<file path="config.mk">
export PLATFORM = sky130hd
export DESIGN_NAME = wb_unit
export DESIGN_NICKNAME = d
export VERILOG_FILES = /design/src/rtl/wb_pkg.sv /design/src/rtl/wb_late_fifo.sv /design/src/rtl/wb_unit.sv
export SDC_FILE = /design/constraint.sdc
export NUM_CORES = 1
export LEC_CHECK = 0
export ABC_CLOCK_PERIOD_IN_PS = 7210
export CORE_MARGIN = 4
export CORE_UTILIZATION = 51
export CTS_CLUSTER_DIAMETER = 150
export CTS_CLUSTER_SIZE = 28
export DETAILED_ROUTE_END_ITERATION = 6
export GPL_ROUTABILITY_DRIVEN = 0
export PLACE_DENSITY = 0.95
export RECOVER_POWER = 25
export SLEW_MARGIN = 15
export SYNTH_ARGS = -nofsm -noshare
export SYNTH_HDL_FRONTEND = slang
export SYNTH_HIERARCHICAL = 1
export SYNTH_SLANG_ARGS = --single-unit
export TNS_END_PERCENT = 30
</file>
<file path="constraint.sdc">
create_clock -name clk -period 7.21 [get_ports clk]
set_input_delay 1.442 -clock clk [delete_from_list [all_inputs] [get_ports clk]]
set_output_delay 1.442 -clock clk [all_outputs]
set_load 0.03 [all_outputs]
</file>
<file path="src/rtl/wb_pkg.sv">
// Shared write-back definitions: result selector encoding, load funct3 codes
// and the load-word extraction helper.
package wb_pkg;
    typedef enum logic [2:0] {
        WB_ALU  = 3'd0,
        WB_LOAD = 3'd1,
        WB_PC   = 3'd2,
        WB_CSR  = 3'd3,
        WB_NONE = 3'd4
    } wb_sel_e;

    localparam logic [2:0] F3_LB  = 3'd0;
    localparam logic [2:0] F3_LH  = 3'd1;
    localparam logic [2:0] F3_LW  = 3'd2;
    localparam logic [2:0] F3_LBU = 3'd4;
    localparam logic [2:0] F3_LHU = 3'd5;

    // Result is 64 bits wide so both XLEN=32 and XLEN=64 callers can truncate.
    function automatic logic [63:0] load_extract(input logic [31:0] word,
                                                 input logic [2:0]  fn,
                                                 input logic [1:0]  lo);
        logic [7:0]  b;
        logic [15:0] h;
        b = word[{lo, 3'b000} +: 8];
        h = lo[1] ? word[31:16] : word[15:0];
        case (fn)
            F3_LB:   load_extract = {{56{b[7]}}, b};
            F3_LBU:  load_extract = {56'd0, b};
            F3_LH:   load_extract = {{48{h[15]}}, h};
            F3_LHU:  load_extract = {48'd0, h};
            F3_LW:   load_extract = {{32{word[31]}}, word};
            default: load_extract = 64'd0;
        endcase
    endfunction
endpackage

</file>
<file path="src/rtl/wb_late_fifo.sv">
// Small FIFO holding long-latency results until the write port is free.
module wb_late_fifo #(
    parameter int W     = 37,
    parameter int DEPTH = 2
) (
    input  logic         clk,
    input  logic         rst_n,
    input  logic         push,
    input  logic [W-1:0] push_data,
    input  logic         pop,
    output logic [W-1:0] pop_data,
    output logic         full,
    output logic         empty
);
    localparam int PW = $clog2(DEPTH);
    localparam int CW = PW + 1;

    logic [W-1:0]  mem_q [DEPTH];
    logic [W-1:0]  mem_d [DEPTH];
    logic [PW-1:0] wr_ptr_q, wr_ptr_d, rd_ptr_q, rd_ptr_d;
    logic [CW-1:0] count_q, count_d;

    assign full     = (count_q == CW'(DEPTH));
    assign empty    = (count_q == '0);
    assign pop_data = mem_q[rd_ptr_q];

    // Callers guard push with !full and pop with !empty; DEPTH is a power of
    // two so pointer overflow is the modulo wrap.
    always_comb begin
        mem_d    = mem_q;
        wr_ptr_d = wr_ptr_q;
        rd_ptr_d = rd_ptr_q;
        if (push) begin
            mem_d[wr_ptr_q] = push_data;
            wr_ptr_d        = wr_ptr_q + PW'(1);
        end
        if (pop) rd_ptr_d = rd_ptr_q + PW'(1);
        count_d = count_q + CW'(push) - CW'(pop);
    end

    always_ff @(posedge clk or negedge rst_n) begin
        if (!rst_n) begin
            for (int i = 0; i < DEPTH; i++) mem_q[i] <= '0;
            wr_ptr_q <= '0;
            rd_ptr_q <= '0;
            count_q  <= '0;
        end else begin
            mem_q    <= mem_d;
            wr_ptr_q <= wr_ptr_d;
            rd_ptr_q <= rd_ptr_d;
            count_q  <= count_d;
        end
    end
endmodule

</file>
<file path="src/rtl/wb_unit.sv">
// Write-back stage: selects main-pipe result and arbitrates the single
// register-file write port against a queue of late mul/div results.
module wb_unit
    import wb_pkg::*;
#(
    parameter int XLEN     = 32,
    parameter int PC_INC   = 4,
    parameter int LQ_DEPTH = 2
) (
    input  logic            clk,
    input  logic            rst_n,
    input  logic            in_valid,
    output logic            in_ready,
    input  logic [2:0]      in_wb_sel,
    input  logic [4:0]      in_rd,
    input  logic [XLEN-1:0] in_pc,
    input  logic [XLEN-1:0] in_alu,
    input  logic [31:0]     in_load,
    input  logic [2:0]      in_load_fn,
    input  logic [1:0]      in_addr_lo,
    input  logic [XLEN-1:0] in_csr,
    input  logic            md_valid,
    output logic            md_ready,
    input  logic [4:0]      md_rd,
    input  logic [XLEN-1:0] md_data,
    output logic            rf_we,
    output logic [4:0]      rf_waddr,
    output logic [XLEN-1:0] rf_wdata
);
    localparam int QW = 5 + XLEN;

    logic            full, empty, push, pop, main_win;
    logic [QW-1:0]   head;
    logic [63:0]     ld_ext;
    logic [XLEN-1:0] main_data;
    logic            rf_we_q, rf_we_d;
    logic [4:0]      rf_waddr_q, rf_waddr_d;
    logic [XLEN-1:0] rf_wdata_q, rf_wdata_d;

    assign in_ready = !full;
    assign md_ready = !full;
    assign push     = md_valid && !full;
    // An rd==0 main op needs no port, so the queue head may use it instead.
    assign main_win = in_valid && in_ready && !in_wb_sel[2] && (in_rd != 5'd0);
    assign pop      = !empty && !main_win;
    assign ld_ext   = load_extract(in_load, in_load_fn, in_addr_lo);

    wb_late_fifo #(.W(QW), .DEPTH(LQ_DEPTH)) u_lq (
        .clk       (clk),
        .rst_n     (rst_n),
        .push      (push),
        .push_data ({md_rd, md_data}),
        .pop       (pop),
        .pop_data  (head),
        .full      (full),
        .empty     (empty)
    );

    always_comb begin
        case (in_wb_sel)
            WB_ALU:  main_data = in_alu;
            WB_LOAD: main_data = ld_ext[XLEN-1:0];
            WB_PC:   main_data = in_pc + XLEN'(PC_INC);
            WB_CSR:  main_data = in_csr;
            default: main_data = '0;
        endcase
    end

    always_comb begin
        rf_we_d    = 1'b0;
        rf_waddr_d = rf_waddr_q;
        rf_wdata_d = rf_wdata_q;
        if (main_win) begin
            rf_we_d    = 1'b1;
            rf_waddr_d = in_rd;
            rf_wdata_d = main_data;
        end else if (pop) begin
            rf_we_d    = (head[QW-1 -: 5] != 5'd0);
            rf_waddr_d = head[QW-1 -: 5];
            rf_wdata_d = head[XLEN-1:0];
        end
    end

    always_ff @(posedge clk or negedge rst_n) begin
        if (!rst_n) begin
            rf_we_q    <= 1'b0;
            rf_waddr_q <= '0;
            rf_wdata_q <= '0;
        end else begin
            rf_we_q    <= rf_we_d;
            rf_waddr_q <= rf_waddr_d;
            rf_wdata_q <= rf_wdata_d;
        end
    end

    assign rf_we    = rf_we_q;
    assign rf_waddr = rf_waddr_q;
    assign rf_wdata = rf_wdata_q;
endmodule

</file>
==> results list, run 1 <==
- Total detailed-routing wirelength: ~25000 um
- Synthesis inferred roughly 120 register bits.
- Summing all non-filler instances in the final layout gives an area of 9911 sq um.
* Cell area after synthesis: 7071 sq um
* Proportion of synthesized chip area in sequential cells: around two fifths
- Final Hold Vio Count: 0
* Unrepaired setup endpoints after global routing: false
- Count of cell types in the netlist: 66
- Cells with a size suffix above 1 make up approximately 18% of the layout.
* Worst hold path stage count: 1
- Setup violations remaining at the end of the flow were counted as 0.
- Avg Vias per Cell: ~6.5
* Total number of vias: 6571
- Residual overflow from global routing: 0
* Cell-by-cell listing of the critical path: clkbuf_1 > clkbuf_2
- The layout has ~900 filler cells.
* Arrival time of the worst setup path: 4.52 ns
- Global routing's busiest layer: met2
* Tightest slew margin relative to the limit: -34.85%
* Detailed-route DRC error count: 2
- The first global-routing pass estimated ~38000 um of wire.
* Cell with the biggest individual delay on the critical path: clkbuf_2
- The clock passes through at most 2 buffers.
- Summed over all cells, the static leakage comes to 3.882 nW.
* Final Skew: 0.007843 ns
- STA classifies the critical path endpoint as an async pin.
- The clock tree synthesis step divided the H-tree into 4 levels.
* Buffers inserted during post-CTS setup optimization: 0
- Counting every sink on the clock net gives approximately 120.
- In this design, the largest share of critical-path delay is due to buffers and inverters.
- Final sum of negative setup slack: 0 ns
- CTS tree: yes
- The number of gates resized after CTS was 0.
- Maximum achievable frequency: 228.3 MHz
- Worst Path Class, Setup: in -> async
- STA classifies the critical path startpoint as an input port.
* Max Cap Viol: 2
- The checks that failed: DRC, capacitance limit, slew limit.
* Num ports: approximately 220
- Overall track demand over capacity in global routing: a little under a third
- Primary flip-flop cell chosen by synthesis mapping: dfrtp_1
- Slew of the pin with the lowest slew margin: ~2 ns
- Number of enable-type register cells in the synthesized netlist: 0
- Post-synthesis net count: 808
* Delay of the slowest cell on the worst path: ~1.6 ns
- The via count of the first global-routing pass came to about 6700.
- Placement row count: 42
- Worst min path class: reg -> reg
* Syn Area/Cell: between 10 and 15 sq um
- The flow ran to the end, but the final reports show violations.
- The final count of pins violating max slew came to ~120.
* Crit Path Max Fanout: 80
* Flip-flop and latch area: roughly 2900 sq um
- For this design the ratio of total power to cell area is 395.3 nW/um^2.
- CTS buffer count: 17
- Yosys top cell by area: dfrtp_1
- The critical path runs through a total of 2 cells.
- Depth of the worst register-to-register path: 5
- Worst IR Drop VDD: between 150 and 200 uV
- Drt wl/cell: between 20 and 25 um
- Count of routing violations after the opening detailed-route iteration: between 700 and 800
- The count of buffers added on input and output ports is roughly 220.
- The core region is 13400 sq um.
- Setup slack, reg-to-reg: between 4 and 5 ns
- # placed instances: just under 1000
- At the worst endpoint, the required time is 7.35 ns.
- Entering global routing, the biggest net connects between 80 and 90 pins.
- The clock reaches the later pin of the worst-skew pair after ~0.42 ns.
* CTS root buffer: clkbuf_16
- Drt pass-1 iters: 7
- Filler-free cell count of the finished design: between 1000 and 1500
- Die height: between 100 and 150 um
- Minimum period implied by the final worst setup slack: around 4.4 ns
- The final critical path takes up between 60 and 70% of the cycle.
- After synthesis, the cell types taking the most area are dfrtp_1 (41%), mux2_2 (11%), mux2_4 (6.4%), mux2i_1 (5.5%), mux2_1 (2.7%).
- Clock-pin slew was measured on the worst setup and hold paths at 0.06 ns.
* Number of warnings printed during yosys synthesis: 6
- Total buffers and inverters traversed by the critical path: 2
- Area of combinational cells with multiple inputs: around 4000 sq um
- The die covers approximately 16000 sq um.
- Synthesis produced a netlist whose cell count is a little over 600.
* Number of nets in the final layout: roughly 1000
- The initial utilization of the core area, before any placement, comes to between 50% and 60%.
- Number of nets with antenna violations after routing: 0
* GR Util met3: 7.959%
- Once placement finished, the instance area stood at between 9000 and 10000 sq um.
- Antenna violations before repair: 1
* Top-area cell type share of the netlist area: around 41%
- In the global route stage, met1 resource usage came out at 39.77%.
- For this design, the CTS-stage hold fixing added 0 buffers.
* Async set-or-reset flop fraction in the synthesized netlist: 100.0%
- Relative to the synthesized area, the layout overhead comes to 40.17%.
- Horiz. Die Dim: between 100 and 150 um
- Final HPWL DP: about 18000 um
- Met2 usage: between 40% and 50%
cells in the mapped netlist (4+ instances only):
cell type / n
mux2_2: 70
o21ai_1: 10
o31a_1: 8
inv_1: 10
xor2_1: 8
mux2_4: 30
o21ai_0: 26
dfrtp_1: 116
a221oi_1: 11
o21a_1: 6
a32oi_1: 20
nor3_1: 9
buf_6: 6
a22oi_1: 8
clkbuf_1: 22
nor2_1: 16
mux2_1: 17
mux2i_1: 39
nor3b_1: 4
nor4_1: 12
nand3_1: 12
nand4_1: 5
a222oi_1: 18
buf_2: 7
nor2b_1: 6
xnor2_1: 9
nand2_1: 38
a221o_1: 6
a21oi_1: 12
final timing paths:
path | start | endpoint
worst max-delay path | rst_n | u_lq/mem_q[38]
worst min-delay path | u_lq/mem_q[23] | u_lq/mem_q[23]
worst max register to register | u_lq/count_q[1] | u_lq/mem_q[73]
worst min register to register | u_lq/mem_q[23] | u_lq/mem_q[23]
max in group clk | in_addr_lo[1] | rf_wdata[24]
min in group asynchronous | rst_n | u_lq/mem_q[65]
state kept, by name (all words and copies together), names as in the netlist:
| signal | cells |
|---|---|
| u_lq/wr_ptr_q | 1 |
| rf_waddr | 5 |
| u_lq/mem_q | 74 |
| u_lq/rd_ptr_q | 1 |
| rf_wdata | 32 |
| rf_we | 1 |
| u_lq/count_q | 2 |
cell usage in the layout (no fill, tap or decap), drive strengths merged, types with 8 or more instances in the layout:
cell type / n
nor2: 16
xor2: 8
a21oi: 12
dfrtp: 116
nor4: 12
inv: 10
nor3: 9
mux2i: 39
mux2: 117
a32oi: 20
nand3: 12
a22oi: 8
clkdlybuf4s50: 219
nand2: 39
a222oi: 18
o21ai: 37
xnor2: 9
o31a: 8
clkbuf: 23
a221oi: 11
where the power goes:
part           total [mW]  switching [mW]  internal (mW)
clock               0.865           0.301          0.565
sequential           1.24           0.240          0.998
combinational        1.81           0.884          0.931
cell type report:
| type | instances | share of cell area (%) |
|---|---|---|
| Clock inverter | 10 | 1.313 |
| Sequential cell | 116 | 29.29 |
| Multi-Input combinational cell | 454 | 39.26 |
| Timing Repair Buffer | 228 | 22.76 |
| Clock buffer | 21 | 4.747 |
| Antenna cell | 1 | 0.02525 |
| Inverter | 10 | 0.3787 |
| Tap cell | 176 | 2.222 |
through the flow:
step / setup WS [ns] / util (%) / hold slack [ns] / power (mW)
CTS: 3.302 / 73.99 / 0.4900 / 3.897
floorplan: 3.770 / - / 0.4585 / 2.381
finish: 2.830 / 73.96 / 0.4838 / 3.918
global placement: 3.030 / 69.51 / 0.4683 / 2.915
detailed placement: 2.877 / 69.51 / 0.4782 / 3.004
global route: 2.149 / 73.96 / 0.5068 / 4.064
logic make-up after synthesis:
kind of cell	Yosys count	share of synthesized area, %
AND/OR/NAND/NOR	127	9.857
XOR/XNOR	17	2.106
buffers and inverters	53	4.335
AO/OA/AOI/OAI	150	16.05
multiplexers	157	26.07
flip-flops	116	41.05
adder cells (fa/ha/maj)	3	0.5309
routing by layer:
metal | part of all wire [%] | vias to the layer above
li1 | - | 2835
met1 | 39 | 3238
met2 | 47 | 417
met3 | 9.6 | 81
met4 | 3.9 | 0
met5 | 0 | -
No activity file was read; power rests on OpenSTA's default activity.
==> run 2, diff against run 1 <==
ABC_CLOCK_PERIOD_IN_PS = 4050   (was 7210)
CORE_UTILIZATION = 48   (was 51)
PLACE_DENSITY = 0.92   (was 0.95)
clock period = 4.05 ns   (was 7.21 ns; I/O delays follow)
==> results list, run 2 (synthesis gave the netlist of run 1 again) <==
* Commonest non-fill, non-tap cell in the layout: clkdlybuf4s50_1 (unchanged)
- Cell family contributing the most delay on the critical path: buffers and inverters (unchanged)
- The floorplan die width came to 129.4 um (was 125.7 um).
- Run status: finished, violations left (unchanged)
* Number of nets in the final layout: 1022 (was 1012)
- Most frequent cells in the layout: clkdlybuf4s50_1 (220), dfrtp_1 (116), mux2_2 (70), mux2i_1 (39), nand2_1 (38) (was clkdlybuf4s50_1 (219), dfrtp_1 (116), mux2_2 (70), mux2i_1 (39), nand2_1 (38)).
- The power density of the placed cells was 699.2 nW/um^2 (was 395.3 nW/um^2).
- H-tree levels: 4 (unchanged)
* Arrival time of the worst setup path: 3.21 ns (was 4.52 ns)
- The clock root buffer is clkbuf_16 (unchanged).
- The final total negative setup slack came to 0 ns (unchanged).
- The headroom to the max-slew limit came to -39.36% (was -34.85%).
* Drt pass-1 iters: 6 (was 7)
- The maximum net fanout on the critical path came to 12 (was 80).
* Final Skew: 0.006676 ns (was 0.007843 ns)
- The final setup slack of the worst path is 1.142 ns (was 2.830 ns).
- The maximum clock path buffer count was 2 (unchanged).
- CTS buffer count: 17 (unchanged)
* Residual overflow from global routing: 0 (unchanged)
- Worst IR Drop VDD: 383.2 uV (was 187.8 uV)
- Placement row count: 44 (was 42)
- The number of gates on the worst path with buffers counted was 6 (was 2).
- The number of buffers inserted by post-CTS setup repair came to 0 (unchanged).
* Flip-flop count of the largest register after layout: 74 (unchanged)
* Worst skew pair latency: 0.42 ns (about the same)
- CTS tree: yes (unchanged)
- Based on the critical path, the design can be clocked at up to between 300 and 400 MHz.
- The worst path buffer plus inverter count was 1 (was 2).
- Count of routing violations after the opening detailed-route iteration: 711 (was 793)
- The largest net degree at the start of global routing is 81 (unchanged).
- The footprint of the flip-flops and latches is 2903 sq um (unchanged).
* Final Hold Vio Count: 0 (unchanged)
- The vias per cell is 6.342 (was 6.468).
* Max Cap Viol: 1 (was 2)
- Number of sinks handled by clock tree synthesis: 116 (unchanged)
- The wire length after detailed routing is 24910 um (was 24880 um).
* Synth-to-Final Area Change: 42.22% (was 40.17%)
- The number of instances on the worst hold path is 1 (unchanged).
- Element type at the critical path start: input port (unchanged)
- The area of the multi-input gates was 3891 sq um (unchanged).
- The critical path data required time is 4.35 ns (was 7.35 ns).
* Final HPWL DP: 18430 um (was 18140 um)
- Die height: 129.4 um (was 125.7 um)
* Filler cell count in the final layout: 1019 (was 913)
- The starting density of the core is 48.83% (was 52.76%).
- Total of endpoints with negative setup slack in the final report: 0 (unchanged)
- The cell depth of the worst flop-to-flop path was 5 (unchanged).
- The final count of pins violating max slew is 37 (was 119).
- Number of nets with antenna violations after routing: 0 (unchanged)
- Overall track demand over capacity in global routing: 29.62% (was 30.96%)
- The fraction of layout cells with a size suffix above 1 is 19.32% (was 18.36%).
* Total number of vias: 6558 (was 6571)
* PostCTS Resize Cnt: 0 (unchanged)
- Worst min path class: reg -> reg (unchanged)
- The number of buffers inserted for hold repair after clock tree synthesis was 0 (unchanged).
* Minimum period implied by the final worst setup slack: 2.908 ns
- Num ports: 222 (unchanged)
- Port Buf Inserts: 221 (unchanged)
- The die footprint is 16740 sq um (was 15810 sq um).
- Share of the cycle needed by the critical path after routing: between 70% and 80%
- The register clock-pin slew on the reported worst setup and hold paths was 0.06 ns (about the same).
* Delay of the slowest cell on the worst path: 0.85 ns (was 1.60 ns)
- Number of global-route vias before repair: 6646 (was 6710)
- Worst Path Class, Setup: in -> reg (was in -> async)
* Unrepaired setup endpoints after global routing: false (unchanged)
- The slew of the pin with the lowest slew margin was 2.090 ns (was 2.023 ns).
- The number of antenna violations at the first check in global routing is 1 (unchanged).
* DP Worst Slack: 0.7636 ns (was 2.877 ns)
- The detail-routed net length per standard cell was 24.09 um (was 24.48 um).
- The area of the placeable core was 14480 sq um (was 13400 sq um).
- Detailed-route DRC error count: 0 (was 2)
- Leakage power figure: 3.951 nW (was 3.882 nW)
* Cell-by-cell listing of the critical path: clkdlybuf4s50_1 > mux4_2 > and3b_1 > a211o_1 > a221oi_1 > a21oi_1 (was clkbuf_1 > clkbuf_2)
- Violated checks: capacitance limit, slew limit (was DRC, capacitance limit, slew limit)
* Cell with the biggest individual delay on the critical path: clkdlybuf4s50_1 (was clkbuf_2)
* Wire length of the first global-routing pass: 37330 um (was 37940 um)
- The endpoint class of the critical path was a register (was async pin).
- Top reg by flops: u_lq/mem_q (unchanged)
[run 2: changes by cell type in the layout (fill, tap and decap cells not counted), sizes merged]
cell           delta
buf              +11
clkinv            -3
clkbuf            +1
clkdlybuf4s50     +1
clkinvlp          +1
dlygate4sd3       -1
[run 2: metal layers]
| metal | global-route usage (%) | share of wire, % | vias to the layer above | wire length (um) |
|---|---|---|---|---|
| li1 | - | - | 2855 | - |
| met5 | 0 | 0 | - | 0 |
| met4 | 15.32 | 4.8 | 0 | 1197 |
| met2 | 46.31 | 46 | 451 | 11490 |
| met1 | 38.19 | 40 | 3157 | 9851 |
| met3 | 7.378 | 9.5 | 95 | 2375 |
[run 2: stage by stage]
stage	utilization (%)	cell area [sq um]	hold slack, ns	instances	total power, mW
2_1_floorplan	-	7071	0.4585	623	4.238
3_3_place_gp	65.17	9437	0.4675	1002	5.258
3_5_place_dp	65.17	9437	0.4796	1002	5.383
4_1_cts	69.46	10060	0.3590	1033	7.015
5_1_grt	69.45	10060	0.5060	1034	7.326
6_report	69.45	10060	0.4897	1034	7.031
[run 2: power by group]
group          switching, mW  internal (mW)
combinational           1.60           1.68
sequential             0.389           1.78
clock                  0.542           1.04
total                   2.53           4.50
[run 2: cell type report]
cell class,count,area share (%)
Antenna cell,1,0.02488
Inverter,10,0.3733
Tap cell,184,2.289
Clock buffer,23,4.952
Sequential cell,116,28.87
Clock inverter,8,1.219
Multi-Input combinational cell,454,38.70
Timing Repair Buffer,238,23.58
[run 2: final timing paths]
kind / start / endpoint / slack, ns
setup / recovery: in_addr_lo[1] / rf_wdata[15] / 1.14
hold / removal: u_lq/mem_q[23] / u_lq/mem_q[23] / 0.49
setup reg to reg: u_lq/count_q[1] / u_lq/mem_q[56] / 1.57
hold reg to reg: u_lq/mem_q[23] / u_lq/mem_q[23] / 0.49
max in group asynchronous: rst_n / u_lq/mem_q[13] / 1.80
min in group asynchronous: rst_n / u_lq/mem_q[64] / 0.98
